**src/rtl/key_event_uart.sv**
```systemverilog
`default_nettype none
// ============================================================================
// Module      : key_event_uart
// Description : Queues 8-bit key events from the keyboard scan stage in a
//               small circular FIFO and drains them onto a UART line as
//               8N1 frames (start, 8 data bits LSB first, stop).
// Ports       : clock      - system clock, rising edge
//               reset      - synchronous, active-high
//               key_event  - event byte (bit 7 key state, 6:0 key index)
//               on_event   - push strobe, one event per cycle
//               tx         - UART line, idle high (registered)
//               busy       - high while a frame is on the line
//               fifo_count - entries queued, excluding the frame in flight
//               overflow   - sticky drop flag, cleared only by reset
// Revision    : 1.0 - initial release
// ============================================================================
module key_event_uart #(
  parameter int BAUD_DIV = 434,
  parameter int DEPTH    = 16
) (
  input  logic                       clock,
  input  logic                       reset,
  input  logic [7:0]                 key_event,
  input  logic                       on_event,
  output logic                       tx,
  output logic                       busy,
  output logic [$clog2(DEPTH+1)-1:0] fifo_count,
  output logic                       overflow
);

  localparam int AW = $clog2(DEPTH);
  localparam int CW = $clog2(DEPTH + 1);
  localparam int BW = $clog2(BAUD_DIV);

  localparam logic [BW-1:0] BAUD_LAST = BW'(BAUD_DIV - 1);
  localparam logic [CW-1:0] COUNT_MAX = CW'(DEPTH);

  typedef enum logic [1:0] {
    S_IDLE  = 2'd0,
    S_START = 2'd1,
    S_DATA  = 2'd2,
    S_STOP  = 2'd3
  } state_t;

  state_t        state_q, state_d;
  logic [BW-1:0] baud_q, baud_d;
  logic [2:0]    bit_q, bit_d;
  logic [7:0]    shift_q, shift_d;
  logic          tx_q, tx_d;
  logic          busy_q, busy_d;
  logic [AW-1:0] rd_ptr_q, rd_ptr_d;
  logic [AW-1:0] wr_ptr_q, wr_ptr_d;
  logic [CW-1:0] count_q, count_d;
  logic          overflow_q, overflow_d;
  logic [7:0]    mem_q [DEPTH];

  logic baud_end;
  logic pop;
  logic push_ok;
  logic full;

  always_comb begin
    state_d    = state_q;
    baud_d     = baud_q;
    bit_d      = bit_q;
    shift_d    = shift_q;
    rd_ptr_d   = rd_ptr_q;
    wr_ptr_d   = wr_ptr_q;
    count_d    = count_q;
    overflow_d = overflow_q;
    pop        = 1'b0;

    baud_end = (baud_q == BAUD_LAST);
    full     = (count_q == COUNT_MAX);

    case (state_q)
      S_IDLE: begin
        baud_d = '0;
        if (count_q != '0) begin
          pop     = 1'b1;
          state_d = S_START;
        end
      end
      S_START: begin
        if (baud_end) begin
          baud_d  = '0;
          bit_d   = 3'd0;
          state_d = S_DATA;
        end else begin
          baud_d = baud_q + BW'(1);
        end
      end
      S_DATA: begin
        if (baud_end) begin
          baud_d  = '0;
          shift_d = {1'b0, shift_q[7:1]};
          if (bit_q == 3'd7) begin
            state_d = S_STOP;
          end else begin
            bit_d = bit_q + 3'd1;
          end
        end else begin
          baud_d = baud_q + BW'(1);
        end
      end
      S_STOP: begin
        if (baud_end) begin
          baud_d = '0;
          // Chain straight into the next start bit when more work is queued.
          if (count_q != '0) begin
            pop     = 1'b1;
            state_d = S_START;
          end else begin
            state_d = S_IDLE;
          end
        end else begin
          baud_d = baud_q + BW'(1);
        end
      end
      default: state_d = S_IDLE;
    endcase

    if (pop) begin
      shift_d  = mem_q[rd_ptr_q];
      rd_ptr_d = rd_ptr_q + AW'(1);
    end

    // A pop in the same cycle frees the slot, so a full FIFO still accepts.
    push_ok = on_event && (!full || pop);
    if (push_ok) begin
      wr_ptr_d = wr_ptr_q + AW'(1);
    end
    if (on_event && !push_ok) begin
      overflow_d = 1'b1;
    end

    case ({push_ok, pop})
      2'b10:   count_d = count_q + CW'(1);
      2'b01:   count_d = count_q - CW'(1);
      default: count_d = count_q;
    endcase

    // Line level is decoded from the next state so tx leaves a flop.
    case (state_d)
      S_START: tx_d = 1'b0;
      S_DATA:  tx_d = shift_d[0];
      default: tx_d = 1'b1;
    endcase
    busy_d = (state_d != S_IDLE);
  end

  always_ff @(posedge clock) begin
    if (reset) begin
      state_q    <= S_IDLE;
      baud_q     <= '0;
      bit_q      <= 3'd0;
      shift_q    <= 8'd0;
      tx_q       <= 1'b1;
      busy_q     <= 1'b0;
      rd_ptr_q   <= '0;
      wr_ptr_q   <= '0;
      count_q    <= '0;
      overflow_q <= 1'b0;
    end else begin
      state_q    <= state_d;
      baud_q     <= baud_d;
      bit_q      <= bit_d;
      shift_q    <= shift_d;
      tx_q       <= tx_d;
      busy_q     <= busy_d;
      rd_ptr_q   <= rd_ptr_d;
      wr_ptr_q   <= wr_ptr_d;
      count_q    <= count_d;
      overflow_q <= overflow_d;
    end
  end

  // Storage needs no reset; the pointers and count define what is valid.
  always_ff @(posedge clock) begin
    if (!reset && push_ok) begin
      mem_q[wr_ptr_q] <= key_event;
    end
  end

  assign tx         = tx_q;
  assign busy       = busy_q;
  assign fifo_count = count_q;
  assign overflow   = overflow_q;

endmodule
`default_nettype wire

```
**config.mk**
```make
export PLATFORM = sky130hd
export DESIGN_NAME = key_event_uart
export DESIGN_NICKNAME = d
export VERILOG_FILES = /design/src/rtl/key_event_uart.sv
export SDC_FILE = /design/constraint.sdc
export NUM_CORES = 1
export LEC_CHECK = 0
export CAP_MARGIN = 20
export CORE_ASPECT_RATIO = 0.7
export CORE_MARGIN = 4
export CORE_UTILIZATION = 40
export CTS_CLUSTER_SIZE = 30
export DETAILED_ROUTE_END_ITERATION = 8
export GPL_ROUTABILITY_DRIVEN = 0
export MAX_ROUTING_LAYER = met4
export PLACE_DENSITY = 0.53
export SETUP_SLACK_MARGIN = 0.05
export SLEW_MARGIN = 20
export SYNTH_ARGS = -nofsm -noshare
export SYNTH_HDL_FRONTEND = slang
export SYNTH_SLANG_ARGS = --single-unit
```
**constraint.sdc**
```tcl
create_clock -name clock -period 3.3 [get_ports clock]
set_clock_uncertainty 0.05 [all_clocks]
set_input_delay 0.495 -clock clock [delete_from_list [all_inputs] [get_ports clock]]
set_output_delay 0.495 -clock clock [all_outputs]
set_load 0.05 [all_outputs]
```
Word-level counts from Yosys, hierarchy flattened
Memories as Yosys holds them, arrays and structs flattened. A register that Yosys moved wholly into a read port is not among the register bits. Index checks and enable logic that the tools add are counted.

Register bits after elaboration: 38. Memory bits (writable): 128. Bits of input ports: 11. Output and inout port bits: 8. Word-level logic and storage cells: 73. Memories kept: 1.

Add/subtract/negate cells: 6. Eq/ne operators: 13. Muxes and demuxes: 25. Reductions and logical operators: 17.

Memories: mem_q (depth 16, bits a word 8, read ports 1, clocked after memory_dff 1, wr ports 1, line 55) `logic [7:0] mem_q [DEPTH];`.

Operators with widths (number): 2-to-1 mux 8 bit (3); one-hot mux 9 bit (2 select lines) (1); 2-to-1 mux 2 bit (5); one-hot mux 5 bit (2 select lines) (1); nonzero test 2 bit (5); adder 9 x 1 -> 9 bit (second input constant) (1); equality test 9 bit (second input constant) (1); 2-to-1 mux 3 bit (3); 2-to-1 mux 9 bit (1); adder 4 x 1 -> 4 bit (second input constant) (2); equality test 2 bit (second input constant) (4); 2-to-1 mux 4 bit (2); one-hot mux 2 bit (4 select lines) (1); equality test 2 x 1 -> 1 bit (second input constant) (3); != test 2 bit (second input constant) (3); one-hot mux 3 bit (2 select lines) (1); adder 5 x 1 -> 5 bit (second input constant) (1); equality test 5 bit (second input constant) (1); 2-to-1 mux 1 bit (5); nonzero test 5 bit (1); subtractor 5 x 1 -> 5 bit (second input constant) (1); one-hot mux 1 bit (2 select lines) (2); AND reduction 4 bit (1); adder 3 x 1 -> 3 bit (second input constant) (1); 7 further kinds (11).

Depth between registers and ports, before layout
Gate-level depths: netlist of run 1.

Depth after elaboration: 9. Mapped depth: 13. Depth with buffers taken out: 13.

Least setup slack after synthesis of run 1
No wires, ideal clock.

Path type: register -> register. Start point: reg count_q[0], in the netlist fifo_count[0]. End point: mem mem_q[0][0] (enable). Library setup time: 0.383 ns. Data arrival time: 2.245 ns. Required time: 2.867 ns. Path slack: 0.621 ns. Stages on the path, launching flop included: 7. Path buffers: 0. Clock period less this slack: 2.679 ns. Cell sequence: dfxtp_1 nor4_2 a21o_1 nor2_4 o21a_2 nand3b_1 nor3_1.

Longest elaborated chain between the ends: 9. Elaborated cells between the ends (all ways): 11. Classes of those cells: eq/ne: 1; mux: 5; reduce/logical: 5.

Ends and longest elaborated chain: start, declared (line 53) `logic [CW-1:0] count_q, count_d;`; start signal, assigned (line 173) `count_q <= count_d;`; nonzero test 5 bit (line 79, 110); 2-to-1 mux 1 bit (line 79, 110); 2-to-1 mux 1 bit (line 107) `if (baud_end) begin`; one-hot mux 1 bit (2 select lines) (line 76) `case (state_q)`; logical OR 1 bit * (line 129) `push_ok = on_event && (!full || pop);`; logical AND 1 bit * (line 129); logical AND 1 bit * (line 180) `if (!reset && push_ok) begin`; 2-to-1 mux 1 bit * (line 180); 2-to-1 mux 1 bit (implied by the code) * (line 181) `mem_q[wr_ptr_q] <= key_event;`; end, declared (line 55).

Mark *: on every way between the ends. The rest lies on a longest branch, timed or not.

Worst setup path after layout of run 1
Start point: reg baud_q[0]. End point: reg count_q[4], in the netlist fifo_count[4].

Longest elaborated chain between the ends: 7. Elaborated cells between the ends (all ways): 9. Classes of those cells: eq/ne: 3; mux: 3; reduce/logical: 3.

Ends and longest elaborated chain: start, declared (line 46) `logic [BW-1:0] baud_q, baud_d;`; start signal, assigned (line 166) `baud_q <= baud_d;`; equality test 9 bit * (line 73) `baud_end = (baud_q == BAUD_LAST);`; 2-to-1 mux 1 bit * (line 107); one-hot mux 1 bit (2 select lines) * (line 76); logical OR 1 bit (line 129); logical AND 1 bit (line 129); equality test 2 x 1 -> 1 bit or equality test 2 bit (tied branches) (line 137) `case ({push_ok, pop})`; one-hot mux 5 bit (2 select lines) or nonzero test 2 bit (tied branches).

Marked as above. A chain may end at the register's enable or synchronous reset.

==> run metrics, run 1 <==
status complete, no violations; adder-cell area share of the yosys netlist 3.34%; I/O Pins 19; DR WL/cell 19.5 microns; Compound-Gate Fraction of Synth Area 4.00%; Critical Path RT 3550 ps; final count of negative-setup-slack endpoints 0; Lkg Pwr 2.64 nW; endpoints failing hold 0; Die W 166 microns; First-pass DRT Iterations 5; Port Buffers 18; routed wire length 13900 microns; dpl cells 683; Via Count 3705; clk_lat worst skew 420 ps; Worst-Margin Slew 738 ps; CTS Hold Bufs 0; number of diodes 0; Global Route Usage Sum 15.2%; Final nets 500; unrepaired setup endpoints after global routing no; antenna violations before repair 0; CTS Root Cell clkbuf_16; post-cts repair resize count 0; pre-CTS setup slack 549 ps; vias in the first global route 3609; Slew Limit Fails 0; final routed DRC violation total 0; Final Worst Setup Slack 501 ps; core box area 0.0171 sq mm; Synth area leader edfxtp_1; Crit path arrival time 3050 ps; most area-consuming cells after synthesis edfxtp_1 55%, mux4_2 13%, dfxtp_1 12%, ha_1 3.1%, nor2_1 3.0%; worst path cell trace ha_1 > and4_1 > a31oi_4 > nor3_2 > ha_1 > a21o_1 > a21oi_1 > mux2i_1 > xnor2_1 > nor2_1; TritonCTS Sinks 170; final core utilization 47.2%; Die Span Y 118 microns; vias per inst 5.20; min Tclk post-route 2800 ps; r2r setup slk 500 ps; maxcap violations 0; largest family of logic cells by synthesized area multiplexers; Synth Area in Simple Gates 7.68%; share of layout cells above drive strength 1 20.3%; # fillers 1521; Fin Hold WS 433 ps; type of the worst setup path reg2reg; fmax 0.357 GHz; post-DP HPWL 9360 microns; Mapped Area 0.00697 sq mm; cts bufs inserted 17; Die Area 0.0196 sq mm; Total Negative Setup Slacks 0 ps; final cell count without fillers 713; Remaining Overflow, GRT 0; CP Launch Type register; worst hold stages 1; net count after synthesis 461; CP endpoint kind register; Max clock buf depth 2; Peak VDD IR 0.309 mV; Final Cycle Share 84.8%; maximum fanout along the worst path 6; Cell Pwr Density 724 mW/mm^2; # rows 40; Synth Flop Type edfxtp_1; CTS tree built; pin count of the biggest net entering global routing 36; FF+latch count, synth 170; post-synthesis sequential area ratio 67.2%; Post-Synth XOR/XNOR Area 2.14%; yosys warns 0; EDFF count, synth 128; Distinct cells, synth 47; Antenna Nets Post-Route 0; count of routing violations after the opening detailed-route iteration 397; H-tree Lvls 4; Crit-path slowest cell nor3_2; largest stage delay on the critical path 400 ps; Mean Syn Cell Area 16.1 sq um; most frequent CP cell ha_1; Slew HR 50.7%; Layout area overhead 15.9%; top cell type's share of synthesized area 55.1%; Cells after Synth 432; first-pass GRT wire length 21700 microns; clock-pin slew on the worst setup and hold paths 60 ps; Register-to-Register Path Depth 10; mux cell area share after synthesis 13.3%; Initial Utilization 40.7%; Setup Buffers After CTS 0; Post-synth ARST share 0%; Worst Hold Class reg2reg
[layout make-up]
class	instances	area (sq um)	share of cell area (%)
tap	231	289	3.58
timing repair buffer	42	373	4.62
sequential	170	4690	58.0
multi-input combinational	227	2120	26.3
clock buffer	19	433	5.36
clock inverter	11	125	1.55
inverter	13	48.8	0.604
[path summary, 6_finish.rpt]
kind | startpoint | to
setup / recovery | baud_q[0] | fifo_count[4]
hold / removal | baud_q[0] | baud_q[0]
setup reg to reg | baud_q[0] | fifo_count[4]
hold reg to reg | baud_q[0] | baud_q[0]
[metrics by stage]
step / cell area [sq um] / power [mW]
after global placement: 7520 / 3.99
after floorplan: 6970 / 3.63
after CTS: 8080 / 5.91
after detailed placement: 7520 / 3.99
after global routing: 8080 / 6.14
final: 8080 / 5.85
[registers in the layout, indices dropped and copies added (netlist names), named ones only]
register / cells
wr_ptr_q: 4
busy: 1
mem_q: 128
shift_q: 8
fifo_count: 5
baud_q: 9
overflow: 1
tx: 1
rd_ptr_q: 4
bit_q: 3
state_q: 2
[routing by layer]
| layer | share of wire (%) | GRT usage [%] |
|---|---|---|
| met1 | 49 | 22.8 |
| met2 | 42 | 20.3 |
| met3 | 8.1 | 3.61 |
| met4 | 0.90 | 4.53 |
| met5 | 0 | - |
[cells in the mapped netlist (2+ instances only)]
library cell / instances
and2_1: 2
a21oi_1: 10
o211ai_1: 3
edfxtp_1: 128
a22oi_1: 2
buf_6: 2
a21o_1: 3
xor2_1: 6
nand4_1: 2
nand2b_1: 2
nand3b_1: 4
mux2i_1: 5
nor3_1: 6
nand2_1: 16
dfxtp_1: 42
buf_2: 7
xnor2_1: 11
mux4_2: 39
nor2_1: 55
buf_1: 2
ha_1: 17
buf_4: 2
a311oi_1: 7
inv_1: 13
a31oi_1: 4
or2_1: 2
clkbuf_1: 9
nand3_1: 12
[where the power goes]
group | total, mW | leakage, nW | internal (mW) | switching (mW)
clock | 1.91 | 0.259 | 1.11 | 0.802
combinational | 1.41 | 0.885 | 0.610 | 0.796
sequential | 2.53 | 1.50 | 2.43 | 0.104
total | 5.85 | 2.64 | 4.14 | 1.70
[cell families after synthesis]
logic type	after synthesis
AOI/OAI and AO/OA	37
muxes	44
DFF	170
buffers and inverters	35
and+or+nand+nor	111
adders and majority gates	18
xor gates and xnor gates	17
[cell usage in the layout (no fill, tap or decap), types with 3 or more instances in the layout]
| cell type | synthesis | layout |
|---|---|---|
| nor3_1 | 6 | 6 |
| inv_1 | 13 | 13 |
| clkinvlp_4 | 0 | 4 |
| a21oi_1 | 10 | 10 |
| nand3_1 | 12 | 12 |
| a311oi_1 | 7 | 7 |
| edfxtp_1 | 128 | 128 |
| clkdlybuf4s50_1 | 0 | 18 |
| buf_4 | 2 | 23 |
| nand3b_1 | 4 | 4 |
| a31oi_1 | 4 | 4 |
| xnor2_1 | 11 | 11 |
| mux4_2 | 39 | 39 |
| mux2i_1 | 5 | 5 |
| dfxtp_1 | 42 | 41 |
| clkbuf_16 | 0 | 17 |
| nor2_1 | 55 | 55 |
| o211ai_1 | 3 | 3 |
| nand2_1 | 16 | 16 |
| xor2_1 | 6 | 6 |
| a21o_1 | 3 | 3 |
| ha_1 | 17 | 17 |
[critical path: cells and delay by family, from the launching register on]
| kind | cells | cell delay (ps) |
|---|---|---|
| xor+xnor | 1 | 140 |
| simple gates | 3 | 800 |
| compound gates | 3 | 540 |
| mux | 1 | 240 |
| fa+ha+maj | 2 | 530 |
| flops | 1 | 390 |
Power figures use the tool's default switching activity.
==> run 2: changes to the inputs <==
clock period = 2.95 ns   (was 3.3 ns; I/O delays follow)
==> run 2 against run 1 <==
Die area unchanged; wire length is 4.8% higher; sequential power up 11%; register-to-register slack worse by 220 ps; sequential share of layout area fell by 0.53 points; first-iteration DRC count is 27% lower; critical endpoint unchanged; largest power group unchanged.
==> run metrics, run 2 (synthesis results as in run 1) <==
Peak VDD IR 0.349 mV (was 0.309 mV); antenna violations before repair 0 (unchanged); type of the worst setup path reg2reg (unchanged); Pwr Total 6.73 mW (was 5.85 mW); Lkg Pwr 2.69 nW (was 2.64 nW); First-pass DRT Iterations 4 (was 5); Critical Path RT 3200 ps (was 3550 ps); Initial Utilization 40.7% (unchanged); cts bufs inserted 17 (unchanged); # rows 40 (unchanged); Antenna Nets Post-Route 0 (unchanged); Global Route Usage Sum 15.9% (was 15.2%); fmax 0.375 GHz (was 0.357 GHz); TritonCTS Sinks 170 (unchanged); routed wire length 14600 microns (was 13900 microns); Worst-Margin Slew 663 ps (was 738 ps); biggest registers after layout mem_q (128), baud_q (9), shift_q (8) (unchanged); clk_lat worst skew 420 ps (about the same); Worst Hold Class reg2reg (unchanged); H-tree Lvls 4 (unchanged); Max clock buf depth 2 (unchanged); DR WL/cell 20.3 microns (was 19.5 microns); Crit path arrival time 2920 ps (was 3050 ps); Via Count 3748 (was 3705); vias in the first global route 3763 (was 3609); count of routing violations after the opening detailed-route iteration 290 (was 397); Remaining Overflow, GRT 0 (unchanged); CTS tree built (unchanged); I/O Pins 19 (unchanged); Die Span Y 118 microns (unchanged); RR Endpoint fifo_count[4] (unchanged); final routed DRC violation total 0 (unchanged); share of layout cells above drive strength 1 21.4% (was 20.3%); most common cell after layout, fill and taps aside edfxtp_1 (unchanged); commonest cells after routing, fill and taps aside 128 x edfxtp_1, 55 x nor2_1, 41 x dfxtp_1, 39 x mux4_2, 25 x buf_4 (was 128 x edfxtp_1, 55 x nor2_1, 41 x dfxtp_1, 39 x mux4_2, 23 x buf_4); CP endpoint kind register (unchanged); pin count of the biggest net entering global routing 32 (was 36); Slew Limit Fails 0 (unchanged); CP Launch Type register (unchanged); Die Area 0.0196 sq mm (unchanged); unrepaired setup endpoints after global routing no (unchanged); Die W 166 microns (unchanged); FF-to-FF Start baud_q[0] (unchanged); Total Negative Setup Slacks 0 ps (unchanged); # fillers 1487 (was 1521); Cell Pwr Density 826 mW/mm^2 (was 724 mW/mm^2); Layout area overhead 17.0% (was 15.9%); worst path cell trace ha_1 > and4_1 > a31oi_4 > nor3_4 > inv_1 > fa_1 > inv_1 > a21o_1 > a21oi_1 > mux2i_1 > xnor2_1 > nor2_1 (was ha_1 > and4_1 > a31oi_4 > nor3_2 > ha_1 > a21o_1 > a21oi_1 > mux2i_1 > xnor2_1 > nor2_1); Register-to-Register Path Depth 12 (was 10); final count of negative-setup-slack endpoints 0 (unchanged); Final nets 502 (was 500); CTS Hold Bufs 0 (unchanged); Slew HR 55.7% (was 50.7%); register name with the most flops mem_q (unchanged); post-DP HPWL 9670 microns (was 9360 microns); core box area 0.0171 sq mm (unchanged); Crit-path slowest cell fa_1 (was nor3_2); maxcap violations 0 (unchanged); status complete, no violations (unchanged); number of diodes 0 (unchanged); min Tclk post-route 2670 ps (was 2800 ps); worst hold stages 2 (was 1); first-pass GRT wire length 22500 microns (was 21700 microns); vias per inst 5.23 (was 5.20); CTS Root Cell clkbuf_16 (unchanged); max FFs per register 128 (unchanged); most frequent CP cell inv_1 (was ha_1); clock-pin slew on the worst setup and hold paths 60 ps (about the same); Final Cycle Share 90.4% (was 84.8%); r2r setup slk 280 ps (was 500 ps); maximum fanout along the worst path 5 (was 6); endpoints failing hold 0 (unchanged); Port Buffers 18 (unchanged); largest stage delay on the critical path 410 ps (was 400 ps); Hold Path End shift_q[7] (was baud_q[0]); Worst Hold Launch shift_q[7] (was baud_q[0])
==> run 2: cell count changes in the layout (fill, tap and decap cells not counted), moves of 2 or more <==
| cell | before | now |
|---|---|---|
| clkinvlp_4 | 4 | 2 |
| buf_4 | 23 | 25 |
| inv_6 | 1 | 5 |
| clkbuf_1 | 2 | 0 |
==> run 2: through the flow <==
| step | instance area (sq um) | utilization (%) | cells | worst slack (ps) | hold WS [ps] |
|---|---|---|---|---|---|
| 2_1_floorplan | 6970 | - | 432 | 271 | 394 |
| 3_3_place_gp | 7530 | 44.0 | 684 | 293 | 406 |
| 3_5_place_dp | 7530 | 44.0 | 684 | 199 | 410 |
| 4_1_cts | 8140 | 47.6 | 716 | 160 | 420 |
| 5_1_grt | 8150 | 47.6 | 717 | 44.7 | 461 |
| 6_report | 8150 | 47.6 | 717 | 283 | 419 |
==> run 2: per-layer routing <==
| layer | track usage (%) | vias up | wire (microns) |
|---|---|---|---|
| met5 | - | - | 0 |
| met4 | 4.02 | 0 | 118 |
| met3 | 4.21 | 8 | 768 |
| met2 | 21.6 | 73 | 6300 |
| met1 | 23.9 | 1934 | 7390 |
| li1 | - | 1733 | - |
==> run 2: how the worst max path moves through the flow <==
stage             startpoint       endpoint  slack, ps
2_1_floorplan  fifo_count[0]    mem_q[0][0]        270
3_3_place_gp       baud_q[0]  fifo_count[4]        290
3_5_place_dp       baud_q[0]  fifo_count[4]        200
4_1_cts            baud_q[0]  fifo_count[4]        160
5_1_grt            baud_q[0]  fifo_count[4]         40
6_report           baud_q[0]  fifo_count[4]        280
==> run 2: repair_timing <==
item	CTS	global route
setup buffers	0	1
resized for setup	0	1
endpoints found under the setup margin	0	1
==> run 2: report_power, final <==
| part | switching (mW) | internal (mW) |
|---|---|---|
| logic | 0.930 | 0.688 |
| clock network | 0.958 | 1.35 |
| registers | 0.0944 | 2.72 |
==> run 2: final cells by class <==
cell class	instances	area, sq um	share of cell area (%)
multi-input cells	227	2130	26.1
flip-flops and latches	170	4690	57.5
well taps	231	289	3.54
clock inverters	15	186	2.29
inverters	13	48.8	0.598
clock buffers	17	425	5.22
repair buffers	44	388	4.76
==> run 2: critical path: cells and delay by family (launching register included) <==
| kind | cells | cell delay [ps] |
|---|---|---|
| fa+ha+maj | 2 | 580 |
| flops | 1 | 400 |
| simple gates | 3 | 670 |
| xor+xnor | 1 | 140 |
| compound gates | 3 | 360 |
| mux | 1 | 200 |
| buf+inv | 2 | 160 |
==> run 3: changes to the inputs <==
PLACE_DENSITY = default   (was 0.53)
==> run 3 against run 2 <==
Non-clock buffer count did not move; sequential power barely moved; final area fell by 0.29%; critical path type unchanged; largest power group unchanged.
==> run metrics, run 3 (synthesis results as in run 1) <==
Slew Limit Fails 0 (unchanged); maximum fanout along the worst path 6 (was 5); Die W 166 microns (unchanged); type of the worst setup path reg2reg (unchanged); vias per inst 5.18 (was 5.23); biggest registers after layout mem_q (128), baud_q (9), shift_q (8) (unchanged); pre-CTS setup slack 236 ps (was 199 ps); Die Span Y 118 microns (unchanged); Die Area 0.0196 sq mm (unchanged); unrepaired setup endpoints after global routing yes (was no); CTS Hold Bufs 0 (unchanged); Pwr Total 6.61 mW (was 6.73 mW); First-pass DRT Iterations 4 (unchanged); dpl cells 685 (was 684); worst path cell trace ha_1 > and4_1 > a31oi_4 > nor3_4 > inv_1 > fa_1 > inv_1 > a21o_1 > a21oi_1 > mux2i_1 > xnor2_1 > nor2_1 (unchanged); routed wire length 13800 microns (was 14600 microns); clk_lat worst skew 420 ps (about the same); status complete, no violations (unchanged); grt met3 use 3.28% (was 4.21%); post-DP HPWL 9420 microns (was 9670 microns); # fillers 1489 (was 1487); Lkg Pwr 2.68 nW (was 2.69 nW); Final Worst Setup Slack 283 ps (about the same); core box area 0.0171 sq mm (unchanged); register name with the most flops mem_q (unchanged); number of diodes 0 (unchanged); Slew HR 54.6% (was 55.7%); GR Util met1 22.6% (was 23.9%); commonest cells after routing, fill and taps aside 128 x edfxtp_1, 55 x nor2_1, 41 x dfxtp_1, 39 x mux4_2, 25 x buf_4 (unchanged); # rows 40 (unchanged); Crit path arrival time 2910 ps (was 2920 ps); Final nets 502 (unchanged); final routed DRC violation total 0 (unchanged); buffers and inverters on the worst path 2 (unchanged); most common cell after layout, fill and taps aside edfxtp_1 (unchanged); family with the most delay on the worst path simple AND/OR/NAND/NOR gates (unchanged); met2 Use GR 20.7% (was 21.6%); Final Cycle Share 90.4% (about the same); min Tclk post-route 2670 ps (about the same); vias in the first global route 3674 (was 3763); H-tree Lvls 4 (unchanged); Setup Buffers After CTS 0 (unchanged); Crit-path slowest cell dfxtp_1 (was fa_1); clock-pin slew on the worst setup and hold paths 80 ps (was 60 ps); CP endpoint kind register (unchanged); max FFs per register 128 (unchanged); Initial Utilization 40.7% (unchanged); fmax 0.375 GHz (about the same); fin area 0.00813 sq mm (was 0.00815 sq mm); maxcap violations 0 (unchanged); Remaining Overflow, GRT 0 (unchanged); Layout area overhead 16.6% (was 17.0%); Cell Pwr Density 813 mW/mm^2 (was 826 mW/mm^2); placed cell areas 0.00754 sq mm (was 0.00753 sq mm); final cell count without fillers 717 (unchanged); Peak VDD IR 0.389 mV (was 0.349 mV); first-pass GRT wire length 21800 microns (was 22500 microns); CTS tree built (unchanged); DR WL/cell 19.2 microns (was 20.3 microns); CTS Root Cell clkbuf_16 (unchanged); share of layout cells above drive strength 1 21.6% (was 21.4%); CP Launch Type register (unchanged); pin count of the biggest net entering global routing 32 (unchanged); most frequent CP cell inv_1 (unchanged); Total Negative Setup Slacks 0 ps (unchanged); Global Route Usage Sum 15.0% (was 15.9%); I/O Pins 19 (unchanged); Worst Hold Class reg2reg (unchanged); Via Count 3714 (was 3748); cts bufs inserted 17 (unchanged); antenna violations before repair 0 (unchanged); Worst-Margin Slew 679 ps (was 663 ps); Max clock buf depth 2 (unchanged); TritonCTS Sinks 170 (unchanged); count of routing violations after the opening detailed-route iteration 266 (was 290); largest stage delay on the critical path 400 ps (was 410 ps); final count of negative-setup-slack endpoints 0 (unchanged); Port Buffers 18 (unchanged); Antenna Nets Post-Route 0 (unchanged); endpoints failing hold 0 (unchanged); Most Crowded Layer GR met1 (unchanged); Critical Path RT 3200 ps (about the same); post-cts repair resize count 0 (unchanged)
## run 3: cell count changes in the layout (fill, tap and decap cells not counted)
cell | previous run | this run
clkinv_1 | 1 | 0
inv_6 | 5 | 4
clkinvlp_4 | 2 | 1
inv_8 | 1 | 7
bufinv_16 | 3 | 0
clkinv_2 | 1 | 0
clkinv_4 | 2 | 1
clkinv_8 | 0 | 2
## run 3: worst min-delay path, stage by stage, from the launching register on
cell	delay, ps
dfxtp_1	310
nand3_1	60
a21oi_1	60
## run 3: power breakdown
part | leakage, nW | switching (mW) | internal [mW] | total (mW)
clock | 0.288 | 1.04 | 1.14 | 2.19
combinational | 0.894 | 0.889 | 0.692 | 1.58
sequential | 1.50 | 0.126 | 2.71 | 2.84
total | 2.68 | 2.06 | 4.55 | 6.61
## run 3: final cells by class
class                      count  area [sq um]  area share [%]
sequential                   170          4690            57.6
multi-input combinational    227          2130            26.2
clock buffer                  17           425            5.23
timing repair buffer          44           388            4.77
tap                          231           289            3.55
clock inverter                15           163            2.00
inverter                      13          48.8           0.600
## run 3: metal layers
layer / share of wire [%] / vias up
met4: 0.23 / 0
met1: 49 / 1899
met5: 0 / -
met3: 6.1 / 2
li1: - / 1734
met2: 45 / 79
## run 3: metrics by stage
| step | hold WS [ps] | utilization, % |
|---|---|---|
| 2_1_floorplan | 394 | - |
| 3_3_place_gp | 408 | 44.0 |
| 3_5_place_dp | 416 | 44.0 |
| 4_1_cts | 425 | 47.5 |
| 5_1_grt | 456 | 47.5 |
| 6_report | 423 | 47.5 |
## run 3: worst paths after layout
check	cells after the start	slack, ps	startpoint	end
max	12	280	baud_q[0]	fifo_count[4]
min	2	420	shift_q[7]	shift_q[7]
max reg2reg	12	280	baud_q[0]	fifo_count[4]
min reg2reg	2	420	shift_q[7]	shift_q[7]
